## src/rtl/mmul_pkg.sv

```systemverilog
// Shared types and constants for the word-serial modular-multiply sequencer:
// FSM state encoding, control-bus field map and datapath mux codes.
package mmul_pkg;

  localparam int DEF_WORDS = 16;
  localparam int DEF_MAXIT = 256;
  localparam int CTRL_W    = 28;
  localparam int ITER_W    = 9;

  typedef enum logic [3:0] {
    S_IDLE,
    S_CLR,
    S_LD_A,
    S_LD_B,
    S_LD_P,
    S_CHK,
    S_ADD,
    S_RED_C,
    S_DBL,
    S_RED_B,
    S_SHF,
    S_DONE
  } state_t;

  // Control bus bit positions; bits 25..27 are reserved and always zero.
  localparam int REGA_WE   = 0;
  localparam int REGA_SEL  = 1;
  localparam int REGB_WE   = 2;
  localparam int REGB_CYC  = 3;
  localparam int REGB_LS   = 4;
  localparam int REGC_WE   = 5;
  localparam int REGC_CYC  = 6;
  localparam int REGC_LS   = 7;
  localparam int REGD_WE   = 8;
  localparam int REGD_CYC  = 9;
  localparam int REGD_LS   = 10;
  localparam int REGP_WE   = 11;
  localparam int REGP_CYC  = 12;
  localparam int MUX0_LO   = 13;
  localparam int MUX1_LO   = 15;
  localparam int MUX3_SEL  = 17;
  localparam int ADD_SUB   = 18;
  localparam int CARRY_SEL = 19;
  localparam int DFF1_WE   = 20;
  localparam int C_FLAG_WE = 21;
  localparam int B_FLAG_WE = 22;
  localparam int MMUL_EN   = 23;
  localparam int SET_RDY   = 24;

  localparam logic [1:0] MUX0_C = 2'd0;
  localparam logic [1:0] MUX0_D = 2'd1;
  localparam logic [1:0] MUX0_B = 2'd2;

  localparam logic [1:0] MUX1_C = 2'd0;
  localparam logic [1:0] MUX1_D = 2'd1;
  localparam logic [1:0] MUX1_B = 2'd2;
  localparam logic [1:0] MUX1_P = 2'd3;

  function automatic state_t load_next(input state_t s);
    case (s)
      S_LD_A:  return S_LD_B;
      S_LD_B:  return S_LD_P;
      default: return S_CHK;
    endcase
  endfunction

  function automatic state_t loop_next(input state_t s);
    case (s)
      S_ADD:   return S_RED_C;
      S_RED_C: return S_DBL;
      S_DBL:   return S_RED_B;
      default: return S_SHF;
    endcase
  endfunction

  function automatic logic is_load(input state_t s);
    return (s == S_LD_A) || (s == S_LD_B) || (s == S_LD_P);
  endfunction

endpackage

```

## src/rtl/mmul_ctrl_if.sv

```systemverilog
// Host/datapath-facing bundle of the sequencer: start, load handshake,
// A status inputs and the packed control bus with progress outputs.
interface mmul_ctrl_if;

  logic                         start;
  logic                         din_vld;
  logic                         din_rdy;
  logic                         a_nz;
  logic                         a0;
  logic [mmul_pkg::CTRL_W-1:0]  ctrl;
  logic                         busy;
  logic [mmul_pkg::ITER_W-1:0]  iter_cnt;

  modport master (
    output start, din_vld, a_nz, a0,
    input  din_rdy, ctrl, busy, iter_cnt
  );

  modport slave (
    input  start, din_vld, a_nz, a0,
    output din_rdy, ctrl, busy, iter_cnt
  );

endinterface

```

## src/rtl/mmul_ctrl_dec.sv

```systemverilog
// Control-bus decoder: Moore decode of {state, wcnt}; din_vld only gates the
// register write enables while loading operands.
module mmul_ctrl_dec
  import mmul_pkg::*;
#(
  parameter int WORDS  = DEF_WORDS,
  parameter int WCNT_W = (WORDS > 1) ? $clog2(WORDS) : 1
) (
  input  state_t              state,
  input  logic [WCNT_W-1:0]   wcnt,
  input  logic                din_vld,
  output logic [CTRL_W-1:0]   ctrl
);

  localparam logic [WCNT_W-1:0] WLAST = WCNT_W'(WORDS - 1);

  logic w_first;
  logic w_last;

  assign w_first = (wcnt == '0);
  assign w_last  = (wcnt == WLAST);

  always_comb begin
    ctrl = '0;
    case (state)
      S_CLR: ctrl[MMUL_EN] = 1'b1;
      S_LD_A: begin
        ctrl[REGA_WE]  = din_vld;
        ctrl[REGA_SEL] = 1'b0;
      end
      S_LD_B: begin
        ctrl[REGB_WE]  = din_vld;
        ctrl[MUX3_SEL] = 1'b0;
      end
      S_LD_P: ctrl[REGP_WE] = din_vld;
      // Word loops: operands rotate, destination shifts in the sum word.
      S_ADD: begin
        ctrl[REGC_CYC]       = 1'b1;
        ctrl[REGB_CYC]       = 1'b1;
        ctrl[REGD_WE]        = 1'b1;
        ctrl[REGD_LS]        = 1'b1;
        ctrl[MUX0_LO +: 2]   = MUX0_C;
        ctrl[MUX1_LO +: 2]   = MUX1_B;
        ctrl[ADD_SUB]        = 1'b0;
        ctrl[CARRY_SEL]      = w_first;
        ctrl[DFF1_WE]        = w_last;
      end
      S_RED_C: begin
        ctrl[REGD_CYC]       = 1'b1;
        ctrl[REGP_CYC]       = 1'b1;
        ctrl[REGC_WE]        = 1'b1;
        ctrl[REGC_LS]        = 1'b1;
        ctrl[MUX0_LO +: 2]   = MUX0_D;
        ctrl[MUX1_LO +: 2]   = MUX1_P;
        ctrl[ADD_SUB]        = 1'b1;
        ctrl[CARRY_SEL]      = w_first;
        ctrl[C_FLAG_WE]      = w_last;
      end
      S_DBL: begin
        ctrl[REGB_CYC]       = 1'b1;
        ctrl[REGD_WE]        = 1'b1;
        ctrl[REGD_LS]        = 1'b1;
        ctrl[MUX0_LO +: 2]   = MUX0_B;
        ctrl[MUX1_LO +: 2]   = MUX1_B;
        ctrl[ADD_SUB]        = 1'b0;
        ctrl[CARRY_SEL]      = w_first;
        ctrl[DFF1_WE]        = w_last;
      end
      S_RED_B: begin
        ctrl[REGD_CYC]       = 1'b1;
        ctrl[REGP_CYC]       = 1'b1;
        ctrl[REGB_WE]        = 1'b1;
        ctrl[REGB_LS]        = 1'b1;
        ctrl[MUX3_SEL]       = 1'b1;
        ctrl[MUX0_LO +: 2]   = MUX0_D;
        ctrl[MUX1_LO +: 2]   = MUX1_P;
        ctrl[ADD_SUB]        = 1'b1;
        ctrl[CARRY_SEL]      = w_first;
        ctrl[B_FLAG_WE]      = w_last;
      end
      S_SHF: begin
        ctrl[REGA_WE]  = 1'b1;
        ctrl[REGA_SEL] = 1'b1;
      end
      S_DONE: ctrl[SET_RDY] = 1'b1;
      default: ctrl = '0;
    endcase
  end

endmodule

```

## src/rtl/mmul_ctrl.sv

```systemverilog
// Sequencer for the 256-bit word-serial modular multiplier: operand load,
// per-bit add/reduce/double/reduce/shift iterations and completion pulse.
module mmul_ctrl
  import mmul_pkg::*;
#(
  parameter int WORDS = DEF_WORDS,
  parameter int MAXIT = DEF_MAXIT
) (
  input  logic         clk,
  input  logic         rst,
  mmul_ctrl_if.slave   bus
);

  localparam int                WCNT_W   = (WORDS > 1) ? $clog2(WORDS) : 1;
  localparam logic [WCNT_W-1:0] WLAST    = WCNT_W'(WORDS - 1);
  localparam logic [ITER_W-1:0] ITER_MAX = ITER_W'(MAXIT);

  state_t              state_reg;
  state_t              state_next;
  logic [WCNT_W-1:0]   wcnt_reg;
  logic [WCNT_W-1:0]   wcnt_next;
  logic [ITER_W-1:0]   iter_reg;
  logic [ITER_W-1:0]   iter_next;
  logic [ITER_W-1:0]   iter_inc;
  logic                w_last;

  assign w_last   = (wcnt_reg == WLAST);
  assign iter_inc = iter_reg + ITER_W'(1);

  always_ff @(posedge clk) begin
    if (rst) begin
      state_reg <= S_IDLE;
      wcnt_reg  <= '0;
      iter_reg  <= '0;
    end else begin
      state_reg <= state_next;
      wcnt_reg  <= wcnt_next;
      iter_reg  <= iter_next;
    end
  end

  always_comb begin
    state_next = state_reg;
    wcnt_next  = wcnt_reg;
    iter_next  = iter_reg;
    case (state_reg)
      S_IDLE: begin
        if (bus.start) begin
          state_next = S_CLR;
          iter_next  = '0;
        end
      end
      S_CLR: state_next = S_LD_A;
      // Loads advance only on a transfer, so din_vld gaps simply stall.
      S_LD_A, S_LD_B, S_LD_P: begin
        if (bus.din_vld) begin
          if (w_last) begin
            wcnt_next  = '0;
            state_next = load_next(state_reg);
          end else begin
            wcnt_next = wcnt_reg + WCNT_W'(1);
          end
        end
      end
      S_CHK: begin
        if (!bus.a_nz && !bus.a0) begin
          state_next = S_DONE;
        end else if (bus.a0) begin
          state_next = S_ADD;
        end else begin
          state_next = S_DBL;
        end
      end
      S_ADD, S_RED_C, S_DBL, S_RED_B: begin
        if (w_last) begin
          wcnt_next  = '0;
          state_next = loop_next(state_reg);
        end else begin
          wcnt_next = wcnt_reg + WCNT_W'(1);
        end
      end
      S_SHF: begin
        iter_next  = iter_inc;
        // Guard: stop after MAXIT iterations even if A is still non-zero.
        state_next = (iter_inc == ITER_MAX) ? S_DONE : S_CHK;
      end
      S_DONE: state_next = S_IDLE;
      default: begin
        state_next = S_IDLE;
        wcnt_next  = '0;
      end
    endcase
  end

  mmul_ctrl_dec #(
    .WORDS  (WORDS),
    .WCNT_W (WCNT_W)
  ) u_dec (
    .state   (state_reg),
    .wcnt    (wcnt_reg),
    .din_vld (bus.din_vld),
    .ctrl    (bus.ctrl)
  );

  assign bus.din_rdy  = is_load(state_reg);
  assign bus.busy     = (state_reg != S_IDLE);
  assign bus.iter_cnt = iter_reg;

endmodule
```

## src/flat_wrapper.sv

```systemverilog
// flat-port wrapper written by rule: the top's interface ports become plain ports
module mmul_ctrl_flat import mmul_pkg::*;
#(
  parameter int WORDS = DEF_WORDS,
  parameter int MAXIT = DEF_MAXIT
)
  (clk, rst, bus_start, bus_din_vld, bus_a_nz, bus_a0, bus_din_rdy, bus_ctrl, bus_busy, bus_iter_cnt);
  mmul_ctrl_if bus_i ();
  input  logic clk;
  input  logic rst;
  input wire logic [$bits(bus_i.start)-1:0] bus_start;
  input wire logic [$bits(bus_i.din_vld)-1:0] bus_din_vld;
  input wire logic [$bits(bus_i.a_nz)-1:0] bus_a_nz;
  input wire logic [$bits(bus_i.a0)-1:0] bus_a0;
  output wire logic [$bits(bus_i.din_rdy)-1:0] bus_din_rdy;
  output wire logic [$bits(bus_i.ctrl)-1:0] bus_ctrl;
  output wire logic [$bits(bus_i.busy)-1:0] bus_busy;
  output wire logic [$bits(bus_i.iter_cnt)-1:0] bus_iter_cnt;
  assign bus_i.start = bus_start;
  assign bus_i.din_vld = bus_din_vld;
  assign bus_i.a_nz = bus_a_nz;
  assign bus_i.a0 = bus_a0;
  assign bus_din_rdy = bus_i.din_rdy;
  assign bus_ctrl = bus_i.ctrl;
  assign bus_busy = bus_i.busy;
  assign bus_iter_cnt = bus_i.iter_cnt;
  mmul_ctrl #(.WORDS(WORDS), .MAXIT(MAXIT)) u_core (.clk(clk), .rst(rst), .bus(bus_i));
endmodule
```

## config.mk

```make
export PLATFORM = sky130hd
export DESIGN_NAME = mmul_ctrl_flat
export DESIGN_NICKNAME = d
export VERILOG_FILES = /design/src/rtl/mmul_pkg.sv /design/src/rtl/mmul_ctrl_if.sv /design/src/rtl/mmul_ctrl_dec.sv /design/src/rtl/mmul_ctrl.sv /design/src/flat_wrapper.sv
export SDC_FILE = /design/constraint.sdc
export NUM_CORES = 1
export LEC_CHECK = 0
export CORE_MARGIN = 2
export CORE_UTILIZATION = 30
export DETAILED_ROUTE_END_ITERATION = 12
export GPL_ROUTABILITY_DRIVEN = 0
export SYNTH_ARGS = -nofsm -noshare
export SYNTH_HDL_FRONTEND = slang
export SYNTH_SLANG_ARGS = --single-unit
```

## constraint.sdc

```tcl
create_clock -name clk -period 3.3 [get_ports clk]
set_clock_uncertainty 0.2 [all_clocks]
set_input_delay 0.66 -clock clk [delete_from_list [all_inputs] [get_ports clk]]
set_output_delay 0.66 -clock clk [all_outputs]
set_load 0.01 [all_outputs]
```

# Word level (Yosys, flattened, before mapping)
# Index checks and enable logic that the tools add are counted.
[op_classes]
mux = 30
div_mod_pow = 0
n_eq_ne = 17
reduce_logical = 17
bitwise_logic = 1
shift = 0
n_lt_le_gt_ge = 0
n_addsub = 2
n_mul = 0
[op_table]
columns = ["cell", "count"]
rows = [
  ["4-bit two-way mux", 9],
  ["4-bit case mux with 3 select lines", 3],
  ["4-bit case mux with 6 select lines", 1],
  ["4-bit equality test, second input constant", 5],
  ["9-bit case mux with 2 select lines", 1],
  ["4-bit by 3-bit equality test with 1-bit output, second input constant", 4],
  ["1-bit two-way mux", 11],
  ["9-bit by 1-bit adder with 9-bit output, second input constant", 1],
  ["9-bit equality test, second input constant", 1],
  ["9-bit two-way mux", 1],
  ["4-bit by 2-bit equality test with 1-bit output, second input constant", 2],
  ["4-bit logical NOT", 2],
  ["2-bit != test, second input constant", 4],
  ["2-bit case mux with 2 select lines", 2],
  ["3-bit case mux with 2 select lines", 1],
  ["5-bit OR reduction", 1],
  ["4-bit by 1-bit adder with 4-bit output, second input constant", 1],
  ["4-bit by 1-bit equality test with 1-bit output, second input constant", 1],
  ["2-bit AND reduction", 2],
  ["4-bit AND reduction", 1],
  ["4-bit nonzero test", 1],
  ["2-bit OR reduction", 2],
  ["4-bit OR reduction", 1],
  ["3-bit OR reduction", 1],
  ["other kinds (6)", 8],
]
[totals]
ff_bits = 17
rom_bits = 0
elab_cells = 70
latchBits = 0
ramBits = 0
output_inout_bits = 39
mem_count = 0

# Longest topological paths before layout
# Gate-level depths: netlist (run 1).
[logic_depth]
depth_word = 5
mapped_depth = 7

# Modules after synthesis
# From an unflattened synthesis (run 1), not the netlist that was laid out.
[unflattened]
cells_unflattened = 201
hier_area_um2 = 1505.2
[modules_own_cells]
columns = ["mod", "cells_per_inst", "n_inst", "area_per_inst_um2"]
rows = [
  ["mmul_ctrl", 156, 1, 1227.4],
  ["mmul_ctrl_dec", 45, 1, 277.8],
]

# Worst setup path after synthesis (run 1)
# Ideal clock, no wire load.
[synth_timing]
kind = "register to output"
startpoint = "reg u_core.state_reg[1]"
endpoint = "out bus_ctrl[19]"
arrival_ps = 1309
path_slack_ps = 1131
t_required_ps = 2440
path_stages_with_launch = 6
cell_sequence = "dfxtp_1 buf_2 buf_2 nor2_1 a21oi_1 nor4b_1"
[synth_between]
elab_chain_len = 3
elab_cells_between_ends = 7
[synth_rtl]
columns = ["item", "line_no", "text"]
rows = [
  ["from (decl)", "mmul_ctrl.sv:18", "state_t state_reg;"],
  ["from (signal assigned)", "mmul_ctrl.sv:36", "state_reg <= state_next;"],
  ["4-bit by 3-bit equality test with 1-bit output or 4-bit equality test (tied branches)", "mmul_ctrl_dec.sv:25", "case (state)"],
  ["2-bit OR reduction (no line)", "n/a", ""],
  ["2-bit case mux with 2 select lines (*)", "mmul_ctrl_dec.sv:25", ""],
  ["to (decl)", "flat_wrapper.sv:16", "output wire logic [$bits(bus_i.ctrl)-1:0] bus_ctrl;"],
]
# Mark *: on every way between the ends. The rest lies on a longest branch, timed or not.

# Worst setup path after layout (run 1)
[layout_timing]
startpoint = "in bus_din_vld"
endpoint = "out bus_ctrl[0]"
[layout_between]
elab_chain_len = 1
[layout_rtl]
columns = ["item", "line_no", "text"]
rows = [
  ["from (decl)", "flat_wrapper.sv:12", "input wire logic [$bits(bus_i.din_vld)-1:0] bus_din_vld;"],
  ["2-bit case mux with 2 select lines", "mmul_ctrl_dec.sv:25", ""],
]
# No other way between the ends.

==> metrics.txt, run 1 <==
Die Span Y 70.55 µm; Residual DRC 0; hold_buf cts 0; CTS Buffer Depth 2; max cap viols 0; pwr dens 354.8 nW/µm²; Post-synth EDFFs 0; Fmax 0.3407 GHz; cts repair resizes 0; Worst-Margin Slew 639.9 ps; min setup slack post-route 365.0 ps; row cnt 24; Mean Syn Cell Area approximately 7 µm²; max_slew headroom 57.20%; Final ANT Viol Nets 0; IO Pins 45; cell count after synthesis 187; Synth Cell Area between 1000 and 1500 µm²; worst hold stages 2; HPWL after DPL 2403 µm; total negative slack 0 ps; CTS buffer count 3; Worst-path clk slew 70 ps; Port Buf Inserts 41; worst path cell trace clkdlybuf4s50_1 > nor2_1 > nor4b_1 > clkdlybuf4s50_1; GRT Residual Overflow 0; Core ar. between 4000 and 5000 µm²; Worst Reg-to-Reg Cells 8; register area 340.3 µm²; Critical-path top delay cell clkdlybuf4s50_1; max reg flops 9; ys flop type dfxtp_1; CP endpoint kind output port; CTS sink count 17; Tmin final 2935 ps; placed cells ~270; commonest non-fill, non-tap cells in the layout clkdlybuf4s50_1, nor2_1, a21oi_1, dfxtp_1, o21ai_0; RSZ-0062 raised after global routing no; Distinct cells, synth 44; outcome completed; Final Slew Violations 0; WP data arrival 2080 ps; share of layout cells above drive strength 1 7.727%; cell repeated most along the worst path clkdlybuf4s50_1; pre-CTS worst setup slack 365.1 ps; Initial Util 30.73%; Die ar. between 4000 and 5000 µm²; final worst path period share 88.94%; worst vdd ir 0.0001480 V; critical path launch point type primary input; Clock Latency Late Sink 250 ps; TritonRoute pass-1 iters 4; nets 230; Final Hold Viols 0; critical path class in -> out; Post CTS Setup Buffer Count 0; initial antenna violation count 0; Data required, critical path 2440 ps; Ant. Diodes 0; #FFs+latches synth 17; CTS tree done; vias in the first global route 1167; CTS H-Tree Depth 1; commonest non-fill, non-tap cell in the layout clkdlybuf4s50_1; largest stage delay on the critical path between 500 and 600 ps; total vias in the final route 1392; Starting DRT DRC Count 65; Post-Route WL between 3000 and 4000 µm; area grow syn2layout 33.99%; CP max FO 5; Finished Layout Cells around 270; die width 70.55 µm; warnings from Yosys 0; Post-Route Utilization 41.17%; gr usage total 12.79%; area occupied by multi-input gates 832.0 µm²; Setup-failing EPs final 0; FFs w/ async S/R, synth 0%; CTS root buffer clkbuf_8; first-pass GRT wire length between 5000 and 6000 µm; pin count of the biggest net entering global routing 18; P_leak 0.6487 nW; filler cell count 461; Worst Hold Class reg -> reg; vias per inst about 5.1; Pwr Total 0.6318 mW; post-synthesis sequential area ratio 25.61%; DR WL/cell 12.40 µm
## critical path, delay by kind of cell
family / cells / cell delay (ps)
and+or+nand+nor: 2 / 300
buffers and inverters: 2 / 1120
## layer usage
metal / wire (µm) / share of wire [%] / up-vias / global-route usage (%)
met5: 0 / 0 / - / 0
met4: 27 / 0.80 / 0 / 3.774
met3: 186 / 5.5 / 2 / 1.425
met2: 1527 / 45 / 40 / 20.13
met1: 1632 / 48 / 636 / 18.52
li1: - / - / 714 / -
## final timing paths
kind / slack [ps] / end / from
setup / recovery: 360 / bus_ctrl[0] / bus_din_vld
hold reg to reg: 300 / u_core.wcnt_reg[0]$_SDFFE_PP0P_ / u_core.wcnt_reg[0]$_SDFFE_PP0P_
setup reg to reg: 1180 / u_core.state_reg[1]$_SDFFE_PP0P_ / u_core.state_reg[2]$_SDFFE_PP0P_
hold / removal: 300 / u_core.wcnt_reg[0]$_SDFFE_PP0P_ / u_core.wcnt_reg[0]$_SDFFE_PP0P_
## cell usage after synthesis, drive strengths merged (3+ instances only)
library cell  instances  share of area (%)
nor3                  7                2.6
nand3                 9                3.4
ha                    3                2.8
dfxtp                17                 26
or3                   4                1.9
o21ai                13                4.9
nor2b                 7                3.3
or2                   3                1.6
nand2                 7                2.0
nand3b                4                2.3
inv                   6                1.7
a21oi                20                7.5
a22oi                 4                2.3
nand2b                7                3.3
buf                  18                9.2
nor2                 24                6.8
clkbuf                4                1.1
## layout make-up
| type | instances | area share [%] |
|---|---|---|
| well taps | 52 | 3.654 |
| clock inverters | 1 | 0.2811 |
| repair buffers | 49 | 26.42 |
| inverters | 7 | 1.476 |
| clock buffers | 3 | 2.319 |
| flip-flops and latches | 17 | 19.11 |
| multi-input cells | 143 | 46.73 |
## power breakdown
part / switching [mW] / leakage (nW) / internal, mW / total (mW)
clock network: 0.0697 / 0.0255 / 0.0836 / 0.153
logic: 0.126 / 0.486 / 0.115 / 0.241
registers: 0.0235 / 0.137 / 0.214 / 0.237
## stage by stage
stage               hold slack, ps  area (µm²)
detailed placement           285.8        1734
global placement             278.7        1734
finish                       299.4        1780
CTS                          296.8        1780
global route                 329.6        1780
floorplan                    262.1        1336
## cells by family after synthesis
logic type / share of synthesized area, %
AO/OA/AOI/OAI: 22.79
adder cells (fa/ha/maj): 2.825
buffers and inverters: 12.33
flip-flops: 25.61
multiplexers: 1.507
other: 0.2822
AND/OR/NAND/NOR: 34.65
(Power assumes the default switching activity.)
==> inputs of run 2 (changes only) <==
- CTS_BUF_LIST: default -> sky130_fd_sc_hd__clkbuf_2
- TNS_END_PERCENT: default -> 20
==> run 2 against run 1 <==
Net effect:
- non-clock buffer count unchanged
- sequential power about the same
- fmax down 0.64%
- register-to-register slack about the same
- die area unchanged
- critical endpoint is now bus_ctrl[19]
==> metrics.txt, run 2 (synthesis results as in run 1) <==
Worst-Margin Slew 627.5 ps (-12.44 ps); gr usage total 12.79% (unchanged); pre-CTS worst setup slack 365.1 ps (unchanged); TritonRoute pass-1 iters 4 (unchanged); Initial Util 30.73% (unchanged); RSZ-0062 raised after global routing no; CTS Buffer Depth 2 (unchanged); Worst-path clk slew 170 ps (+100 ps); P_leak 0.6396 nW (-1.4%); Worst Setup SP u_core.state_reg[2]$_SDFFE_PP0P_; first-pass GRT wire length 5437 µm (unchanged); Final Hold Viols 0 (unchanged); die width 70.55 µm (unchanged); Die ar. 4977 µm² (unchanged); worst vdd ir 0.0001148 V (-22%); Setup-failing EPs final 0 (unchanged); Final ANT Viol Nets 0 (unchanged); HPWL after DPL 2403 µm (unchanged); final instance area 1754 µm² (-1.5%); hold_buf cts 0 (unchanged); final worst path period share 89.52% (+0.58 points); worst r2r src u_core.state_reg[2]$_SDFFE_PP0P_; Clock Latency Late Sink 290 ps (+40 ps); cts repair resizes 0 (unchanged); Tmin final 2954 ps (+19.01 ps); IO Pins 45 (unchanged); CTS sink count 17 (unchanged); max cap viols 0 (unchanged); WP data arrival 2090 ps (about the same); pwr dens 326.3 nW/µm² (-8.1%); CTS tree done; Ant. Diodes 0 (unchanged); critical path launch point type flip-flop; CTS H-Tree Depth 1 (unchanged); CTS root buffer clkbuf_2; commonest non-fill, non-tap cells in the layout clkdlybuf4s50_1, nor2_1, a21oi_1, dfxtp_1, o21ai_0; Data required, critical path 2440 ps (about the same); hold path start u_core.wcnt_reg[0]$_SDFFE_PP0P_; vias in the first global route 1167 (unchanged); DR WL/cell 12.47 µm (+0.50%); Final Slew Violations 0 (unchanged); nets 230 (unchanged); CP endpoint kind output port; largest stage delay on the critical path 590 ps (about the same); min setup slack post-route 346.0 ps (-19.01 ps); Starting DRT DRC Count 57 (-12%); worst path cell trace nand2b_1 > nor2_1 > a21oi_1 > nor4b_1 > clkdlybuf4s50_1; CTS buffer count 3 (unchanged); Die Span Y 70.55 µm (unchanged); max reg flops 9 (unchanged); critical path class reg -> out; vias per inst 5.173 (+1.1%); CP max FO 12 (+7); area occupied by multi-input gates 832.0 µm² (unchanged); GRT Residual Overflow 0 (unchanged); Post-Route WL 3391 µm (+0.50%); Min Hold Slack 310.0 ps (+10.59 ps); Worst Hold Class reg -> reg; row cnt 24 (unchanged); area grow syn2layout 32.01%; CP top delay family simple AND/OR/NAND/NOR gates; share of layout cells above drive strength 1 7.727% (unchanged); filler cell count 466 (+1.1%); Post CTS Setup Buffer Count 0 (unchanged); outcome completed; Port Buf Inserts 41 (unchanged); commonest non-fill, non-tap cell in the layout clkdlybuf4s50_1; CP bufs+invs 1 (-1); initial antenna violation count 0 (unchanged); Residual DRC 0 (unchanged); pin count of the biggest net entering global routing 18 (unchanged); Finished Layout Cells 272 (unchanged); total negative slack 0 ps (unchanged); Fmax 0.3385 GHz (-0.64%); max_slew headroom 58.04% (+0.83 points); Core ar. 4324 µm² (unchanged); total vias in the final route 1407 (+1.1%); register area 340.3 µm² (unchanged); Critical-path top delay cell clkdlybuf4s50_1; Post-DP Area 1734 µm² (unchanged); placed cells 268 (unchanged)
-- run 2: cell counts in the layout (fill, tap and decap cells not counted) --
No cell type changed its count.
-- run 2: layer usage --
layer,part of all wire [%],track usage (%)
met1,49,18.52
met2,45,20.13
met3,5.6,1.425
met4,0.80,3.774
met5,0,0
-- run 2: power breakdown --
part	total [mW]	internal, mW	switching [mW]	leakage, nW
clock network	0.0933	0.0275	0.0658	0.0164
logic	0.241	0.115	0.127	0.486
registers	0.238	0.214	0.0236	0.137
-- run 2: final timing paths --
path / slack, ps / depth (start not counted) / to
max: 350 / 5 / bus_ctrl[19]
min: 310 / 2 / u_core.wcnt_reg[0]$_SDFFE_PP0P_
min reg2reg: 310 / 2 / u_core.wcnt_reg[0]$_SDFFE_PP0P_
max reg2reg: 1170 / 8 / u_core.state_reg[1]$_SDFFE_PP0P_
-- run 2: cell type report --
class	count	area share (%)
Timing Repair Buffer	49	26.82
Clock inverter	1	0.2853
Clock buffer	3	0.8559
Inverter	7	1.498
Sequential cell	17	19.40
Tap cell	52	3.709
Multi-Input combinational cell	143	47.43
-- run 2: per-stage QoR --
step / utilization (%) / total power [mW]
floorplan: - / 0.3999
global placement: 40.10 / 0.4804
detailed placement: 40.10 / 0.4803
CTS: 40.57 / 0.5749
global route: 40.57 / 0.6058
finish: 40.57 / 0.5723
-- run 2: worst register-to-register path, stage by stage (launching register included) --
cell       delay, ps
dfxtp_1          590
nand2b_1         180
buf_4            170
or2_4            210
clkinv_1         100
buf_4            170
o21ai_1          150
o221a_2          230
o2bb2ai_1         60
